--- src/rtl/ex_issue_ctrl.sv ---
// ex_issue_ctrl: issue/latency controller between the ID/EX register and MEM.
// Tracks one op in flight, counts down its EX latency, registers the result
// for MEM and raises a one-cycle redirect pulse when the datapath asks for it.
//
//  state | meaning
//  ------+-----------------------------------------------------------
//  IDLE  | nothing in flight, no pending result; ready for a new op
//  EXEC  | op in EX, cnt counts remaining cycles down to zero
//  HOLD  | result registered, waiting for MEM to take it
module ex_issue_ctrl #(
  parameter int unsigned MUL_LAT    = 3,
  parameter int unsigned DIV_LAT    = 8,
  parameter int unsigned DATA_WIDTH = 64,
  parameter int unsigned ADDR_WIDTH = 64
) (
  input  logic                  clk,
  input  logic                  reset,
  input  logic                  id_valid,
  output logic                  id_ready,
  input  logic [6:0]            id_opcode,
  input  logic                  id_is_word_op,
  output logic [6:0]            ex_opcode,
  input  logic [DATA_WIDTH-1:0] ex_res,
  input  logic                  ex_jump_signal,
  input  logic [ADDR_WIDTH-1:0] ex_jump_pc,
  output logic                  mem_valid,
  input  logic                  mem_ready,
  output logic [DATA_WIDTH-1:0] mem_res,
  output logic                  flush,
  output logic [ADDR_WIDTH-1:0] flush_pc,
  output logic                  busy,
  output logic [31:0]           stall_cnt
);

  typedef enum logic [1:0] {
    S_IDLE = 2'd0,
    S_EXEC = 2'd1,
    S_HOLD = 2'd2
  } state_t;

  localparam int unsigned DIVW_LAT = (DIV_LAT / 2 < 1) ? 1 : DIV_LAT / 2;

  // Counter preload is latency minus one: the capture happens on the edge
  // after the counter reaches zero.
  localparam logic [3:0] MUL_CNT  = 4'(MUL_LAT - 1);
  localparam logic [3:0] DIV_CNT  = 4'(DIV_LAT - 1);
  localparam logic [3:0] DIVW_CNT = 4'(DIVW_LAT - 1);

  state_t                state_q, state_d;
  logic [3:0]            cnt_q, cnt_d;
  logic [6:0]            ex_opcode_q, ex_opcode_d;
  logic                  mem_valid_q, mem_valid_d;
  logic [DATA_WIDTH-1:0] mem_res_q, mem_res_d;
  logic                  flush_q, flush_d;
  logic [ADDR_WIDTH-1:0] flush_pc_q, flush_pc_d;
  logic [31:0]           stall_cnt_q, stall_cnt_d;

  logic       issue;
  logic [3:0] lat_cnt;

  // A NOP is accepted (consumes the ID slot) but never starts execution.
  assign issue = id_valid && id_ready && (id_opcode != 7'd0);

  // Latency preload for the op currently presented by ID.
  always_comb begin
    lat_cnt = 4'd0;
    case (id_opcode)
      7'd6, 7'd7: lat_cnt = MUL_CNT;
      7'd8, 7'd9: lat_cnt = id_is_word_op ? DIVW_CNT : DIV_CNT;
      default:    lat_cnt = 4'd0;
    endcase
  end

  // State register.
  always_ff @(posedge clk or negedge reset) begin
    if (!reset) state_q <= S_IDLE;
    else        state_q <= state_d;
  end

  // Next-state logic.
  always_comb begin
    state_d = state_q;
    case (state_q)
      S_IDLE: if (issue) state_d = S_EXEC;
      S_EXEC: if (cnt_q == 4'd0) state_d = S_HOLD;
      S_HOLD: if (mem_ready) state_d = issue ? S_EXEC : S_IDLE;
      default: state_d = S_IDLE;
    endcase
  end

  // FSM-decoded outputs; the redirect cycle blocks the wrong-path op.
  always_comb begin
    id_ready = 1'b0;
    busy     = (state_q != S_IDLE);
    case (state_q)
      S_IDLE:  id_ready = 1'b1;
      S_HOLD:  id_ready = mem_ready && !flush_q;
      default: id_ready = 1'b0;
    endcase
  end

  // Datapath next values: latency counter, result capture, redirect, stall count.
  always_comb begin
    cnt_d       = cnt_q;
    ex_opcode_d = ex_opcode_q;
    mem_valid_d = mem_valid_q;
    mem_res_d   = mem_res_q;
    flush_d     = 1'b0;
    flush_pc_d  = flush_pc_q;
    stall_cnt_d = stall_cnt_q;

    if (id_valid && !id_ready && (stall_cnt_q != 32'hFFFF_FFFF))
      stall_cnt_d = stall_cnt_q + 32'd1;

    if ((state_q == S_HOLD) && mem_ready)
      mem_valid_d = 1'b0;

    if (state_q == S_EXEC) begin
      if (cnt_q == 4'd0) begin
        mem_res_d   = ex_res;
        mem_valid_d = 1'b1;
        ex_opcode_d = 7'd0;
        if (ex_jump_signal) begin
          flush_d    = 1'b1;
          flush_pc_d = ex_jump_pc;
        end
      end else begin
        cnt_d = cnt_q - 4'd1;
      end
    end

    if (issue) begin
      ex_opcode_d = id_opcode;
      cnt_d       = lat_cnt;
    end
  end

  // Datapath registers.
  always_ff @(posedge clk or negedge reset) begin
    if (!reset) begin
      cnt_q       <= 4'd0;
      ex_opcode_q <= 7'd0;
      mem_valid_q <= 1'b0;
      mem_res_q   <= '0;
      flush_q     <= 1'b0;
      flush_pc_q  <= '0;
      stall_cnt_q <= 32'd0;
    end else begin
      cnt_q       <= cnt_d;
      ex_opcode_q <= ex_opcode_d;
      mem_valid_q <= mem_valid_d;
      mem_res_q   <= mem_res_d;
      flush_q     <= flush_d;
      flush_pc_q  <= flush_pc_d;
      stall_cnt_q <= stall_cnt_d;
    end
  end

  assign ex_opcode = ex_opcode_q;
  assign mem_valid = mem_valid_q;
  assign mem_res   = mem_res_q;
  assign flush     = flush_q;
  assign flush_pc  = flush_pc_q;
  assign stall_cnt = stall_cnt_q;

endmodule

--- config.mk ---
export PLATFORM = sky130hd
export DESIGN_NAME = ex_issue_ctrl
export DESIGN_NICKNAME = d
export VERILOG_FILES = /design/src/rtl/ex_issue_ctrl.sv
export SDC_FILE = /design/constraint.sdc
export NUM_CORES = 1
export LEC_CHECK = 0
export ABC_AREA = 1
export BUFFER_PORTS_ARGS = -buffer_cell sky130_fd_sc_hd__buf_2
export CAP_MARGIN = 20
export CORE_MARGIN = 4
export CORE_UTILIZATION = 50
export DETAILED_ROUTE_END_ITERATION = 6
export GPL_TIMING_DRIVEN = 0
export PLACE_DENSITY = 0.82
export SYNTH_ARGS = -nofsm -noshare
export SYNTH_HDL_FRONTEND = slang
export SYNTH_SLANG_ARGS = --single-unit
--- constraint.sdc ---
create_clock -name clk -period 3.4 [get_ports clk]
set_input_delay 0.51 -clock clk [delete_from_list [all_inputs] [get_ports clk]]
set_output_delay 0.51 -clock clk [all_outputs]
set_load 0.01 [all_outputs]
Word-level counts from Yosys, hierarchy flattened

Cells that the tools add are included.
Widths: inputs -> output; s select.

Output and inout bits: 171
Register bits: 175

$add $sub $neg: 2
Mux-type cells: 20
Eq/ne operators: 11
Reductions and logical operators: 21

Operators by type and width:

| cell                  | count |
|---|---|
| $add 32x1->32 const B | 1 |
| $ne 32x32->1 const B  | 1 |
| $mux 7                | 3 |
| $eq 7x3->1 const B    | 2 |
| $eq 7x4->1 const B    | 2 |
| $mux 4                | 3 |
| $ne 2x2->1 const B    | 4 |
| $mux 1                | 7 |
| $reduce_bool 7->1     | 1 |
| $logic_and 1x1->1     | 6 |
| $mux 2                | 3 |
| $pmux 2 s3            | 1 |
| $pmux 3 s2            | 1 |
| $reduce_and 2->1      | 3 |
| $reduce_and 3->1      | 2 |
| $reduce_bool 2->1     | 3 |
| $logic_not 4->1       | 1 |
| $reduce_or 2->1       | 2 |
| $sub 4x1->4 const B   | 1 |
| $mux 3                | 1 |
| $eq 2x1->1 const B    | 1 |
| $eq 2x2->1 const B    | 1 |
| $logic_not 1->1       | 2 |
| $logic_not 2->1       | 1 |
| $pmux 1 s2            | 1 |

Logic depth before layout (Yosys ltp)

Word-level depth: 8
Mapped depth: 11
Mapped depth without buffers: 10

Worst setup path before layout

Ideal clock, no wire load.

Path type: register to register
Start point: register stall_cnt_q[0] (netlist: stall_cnt[0])
End point: register stall_cnt_q[30] (netlist: stall_cnt[30])
Data required time: 3.284 ns
Clock period less this slack: 1.681 ns
Path slack: 1.719 ns
Library setup time: 0.116 ns
Data arrival time: 1.565 ns
Buffers on the path: 1
Stages on the path, launching flop included: 12
Cells stage by stage: dfrtp_1 > ha_1 > nand3_2 > inv_2 > nand2_4 > nor2_8 > nand2_4 > nand2_8 > inv_4 > buf_6 > nand2_1 > nand2_1

Cells in the longest elaborated chain, start to end: 2

Ends and longest elaborated chain:

| item                                                  | line | text |
|---|---|---|
| start, declared                                       | 56   | `logic [31:0] stall_cnt_q, stall_cnt_d;` |
| start signal, assigned                                | 155  | `stall_cnt_q <= stall_cnt_d;` |
| branches (longest 2 deep; another with $add 32x1->32) | --   |  |

Several ways; the timed one is not identified.
A chain may end at the register's enable or synchronous reset.

Worst setup path in the final report

Start point: register stall_cnt_q[0] (netlist: stall_cnt[0])
End point: register stall_cnt_q[20] (netlist: stall_cnt[20])

Same word-level chain as after synthesis.

==> results.md <==
- Clock tree synthesis found a total of between 150 and 200 sinks.
- The overall global routing resource usage is between 20% and 30%.
- The die extent in y is 132 um.
- Dividing total power by cell area gives a power density of about 840 nW/um^2.
- The number of buffer and inverter instances along the worst setup path is 3.
- Of all nets on the critical path, the largest fanout is 10.
- roughly 310 I/O pins were placed.
- The first global-routing pass estimated 33.9 mm of wire.
- The area of combinational cells with multiple inputs is about 3000 um^2.
- Setup repair after global routing left no endpoint under its margin.
- The sum of overflow across all layers after global routing is 0.
- Counting the buffers created by CTS gives 17.
- The number of antenna violations at the first check in global routing is 0.
- The fmax is 528 MHz.
- The top cell type's share of synthesized area is roughly 57%.
- The number of global-route vias before repair is approximately 7,100.
- The most frequently used cell type in the post-synthesis netlist is nand2_1.
- STA classifies the critical path startpoint as a flip-flop.
- The detailed-router iteration count before antenna repair is 5.
- After synthesis, the largest family of logic cells by area is simple AND/OR/NAND/NOR gates.
- The most used flip-flop cell after synthesis is dfrtp_1.
- The number of setup buffers added after CTS is 0.
- After layout, the minimum clock period comes to approximately 1.9 ns.
- Once the floorplan was initialized, standard cells occupied 50.8% of the core.
- At the worst endpoint, the arrival time is approximately 2.2 ns.
- For this run, asynchronously set or reset flops after synthesis account for 100%.
- Sorting the synthesized cells by area gives the leading types as dfrtp_1 (57%), nand2_1 (20%), mux2_2 (7.6%).
- The setup-violating endpoint count in the final report is 0.
- The worst path setup slack after routing is about 1.5 ns.
- The number of hold buffers added after CTS is 0.
- The first routing iteration left roughly 300 violations.
- The insertion delay of the later-clocked pin in the worst-skew pair is between 0.4 and 0.5 ns.
- Cells with a size suffix above 1 make up roughly 36% of the layout.
- The count of flip-flops with a built-in enable after synthesis is 0.
- The post-cts sizing count is 0.
- At the end of routability-driven placement, the weighted congestion stood at around 0.9.
- The kind of end point of the critical path is a flip-flop.
- The compound-gate portion of the synthesized area is about 1.3%.
- On the critical path, the stage with the largest delay is an instance of dfrtp_1.
- For this block, the routed nets add up to 20.8 mm of wire.
- The post-route worst hold slack is 0.0635 ns.
- The floorplan step set the die width to approximately 130 um.
- The tree is rooted in a clkbuf_16.
- The Yosys warning count is 0.
- The worst setup skew after layout is 0.00943 ns.
- Of the total synthesized cell area, the portion taken by XOR and XNOR cells is 1.48%.
- Of the total synthesized cell area, the portion taken by full adders, half adders and majority gates is 0.325%.
- The total DRC errors in the routed layout is 0.
- The average instance in the mapped netlist occupies around 9 um^2.
- Once detail routing completed, the nets flagged for antenna violations numbered 0.
- The critical path is of the reg2reg type.
- The mux cell area share after synthesis is around a tenth.
- For the pin with the worst max-slew slack, the measured transition is around 0.64 ns.
- Synthesis handed over a netlist of roughly 850 instances.
- The setup TNS is 0 ns.
- Ranked by instance count, the synthesized netlist is headed by nand2_1 (400), dfrtp_1 (175), nor2_1 (57).
- In this run the worst hold path is classified as in2async.
- The signed area change from the synthesized netlist to the final layout is 32.0%.
- The run finished with clean final reports.
- The biggest area consumer among synthesized cells is dfrtp_1.
- After floorplanning, the core was divided into 45 placement rows.
- The number of hold violations in the final report is 0.
- After legalization and detailed placement, the total HPWL measured between 15 and 20 mm.
- The deepest level of the CTS H-tree is 4.
- For this design the static power due to leakage is between 5 and 6 nW.
- The number of pins exceeding their max-slew limit in the final report is 0.
- The critical path goes through ha_1, nand3_2, inv_2, nand2_4, nor2_8, nand2_4, nand2_8, inv_4, buf_6, nand2_1, nand2_1.
- The buffer levels on the longest clock path is 2.
- The clock-pin slew of the registers on the worst-case setup and hold paths is 0.07 ns.
- In the final design database the tool counted between 1,000 and 1,500 nets.
- At the worst endpoint, the required time is approximately 3.7 ns.
- Entering global routing, the biggest net connects 91 pins.
- The total area of sequential cells is 4380 um^2.
- The final critical path takes up 55.7% of the cycle.
- The number of nets handed over by synthesis was 994.
- The total via count in the routed design is about 7,000.
- The post-synthesis sequential element count is between 150 and 200.
- Dividing the detail-routed wire length by the instance count gives roughly 15 um.
- The clock tree from TritonCTS is done.
- The full die area is between 15,000 and 20,000 um^2.
- The relative max-transition margin is around 57%.
- The filler cell count is around 1,200.
- The pre-CTS setup slack is 1.52 ns.
- Sequential elements use a little under three fifths of the synthesized area.
- The largest stage delay on the critical path is ~0.43 ns.
- The worst-case vdd ir drop is slightly below 0.0005 V.
- The cell family contributing the most delay on the critical path is simple AND/OR/NAND/NOR gates.
- Across the run, the number of max-cap violations was 0.
- The number of port buffers is around 310.
- The core footprint is between 15,000 and 20,000 um^2.
- The count of cell types in the netlist is 28.
- Of the total synthesized cell area, the portion taken by AND, OR, NAND and NOR gates is around a quarter.
- The combined area of all synthesized cells is between 7000 and 8000 um^2.
- The vias per cell is about 5.0.
report_power, final:
group          internal [mW]  switching, mW
clock network           1.26          0.828
registers               2.92          0.467
logic                   1.39           1.69
total                   5.57           2.99
path summary, 6_finish.rpt:
check	start	end	slack (ns)	cells past startpoint
setup / recovery	stall_cnt[0]	stall_cnt[20]	1.51	11
hold / removal	reset	stall_cnt[13]	0.06	1
setup reg to reg	stall_cnt[0]	stall_cnt[20]	1.51	11
hold reg to reg	flush_pc[21]	flush_pc[21]	0.47	2
max in group asynchronous	reset	flush_pc[30]	2.47	2
min in group clk	ex_jump_pc[49]	flush_pc[49]	0.27	3
registers in the layout, summed over array words and instances (netlist names):
signal,count
mem_valid,1
flush,1
mem_res,64
state_q,2
stall_cnt,32
flush_pc,64
cnt_q,4
ex_opcode,7
cell type report:
type,instances,share of cell area (%)
antenna,1,0.0247
sequential,175,43.1
multi-input combinational,603,29.4
timing repair buffer,312,15.7
buffer,27,1.54
clock buffer,19,4.36
inverter,46,1.73
clock inverter,12,1.81
tap,188,2.32
layer usage:
metal	vias up	global-route usage, %	part of all wire (%)
li1	3319	-	-
met1	3281	28.0	38
met2	260	42.1	52
met3	34	7.52	8.0
met4	0	8.34	1.9
met5	-	0	0
through the flow:
stage	total power, mW	instance area, um^2	cells	util [%]
floorplan	5.14	7690	851	-
detailed placement	6.53	9520	1351	62.9
global placement	6.40	9480	1350	62.6
CTS	8.63	10100	1382	67.0
global route	9.09	10100	1382	67.0
finish	8.56	10100	1383	67.0
layout by cell type (no fill, tap or decap), types with 2 or more instances in the layout:
cell type / synthesis / layout
nand3b_1: 2 / 2
a21oi_1: 2 / 2
clkbuf_1: 8 / 9
nand3_1: 30 / 30
nand4_1: 5 / 5
inv_6: 0 / 2
buf_6: 5 / 5
o21ai_0: 15 / 15
ha_1: 2 / 2
clkinv_2: 0 / 2
o21ai_1: 2 / 2
nand2_1: 400 / 400
nor2_1: 57 / 57
inv_1: 44 / 44
nand2_4: 2 / 2
clkinv_4: 0 / 2
nand3_2: 2 / 2
nor2_2: 2 / 2
xor2_1: 8 / 8
dfrtp_1: 175 / 175
mux2_1: 12 / 12
mux2_2: 52 / 52
bufinv_16: 0 / 4
clkbuf_16: 0 / 17
xnor2_1: 5 / 5
buf_2: 14 / 324
cell families after synthesis:
kind of cell | after synthesis
buffers and inverters | 73
XOR/XNOR | 13
flip-flops | 175
adder cells (fa/ha/maj) | 2
multiplexers | 64
AO/OA/AOI/OAI | 20
AND/OR/NAND/NOR | 504
(Power assumes the default switching activity.)
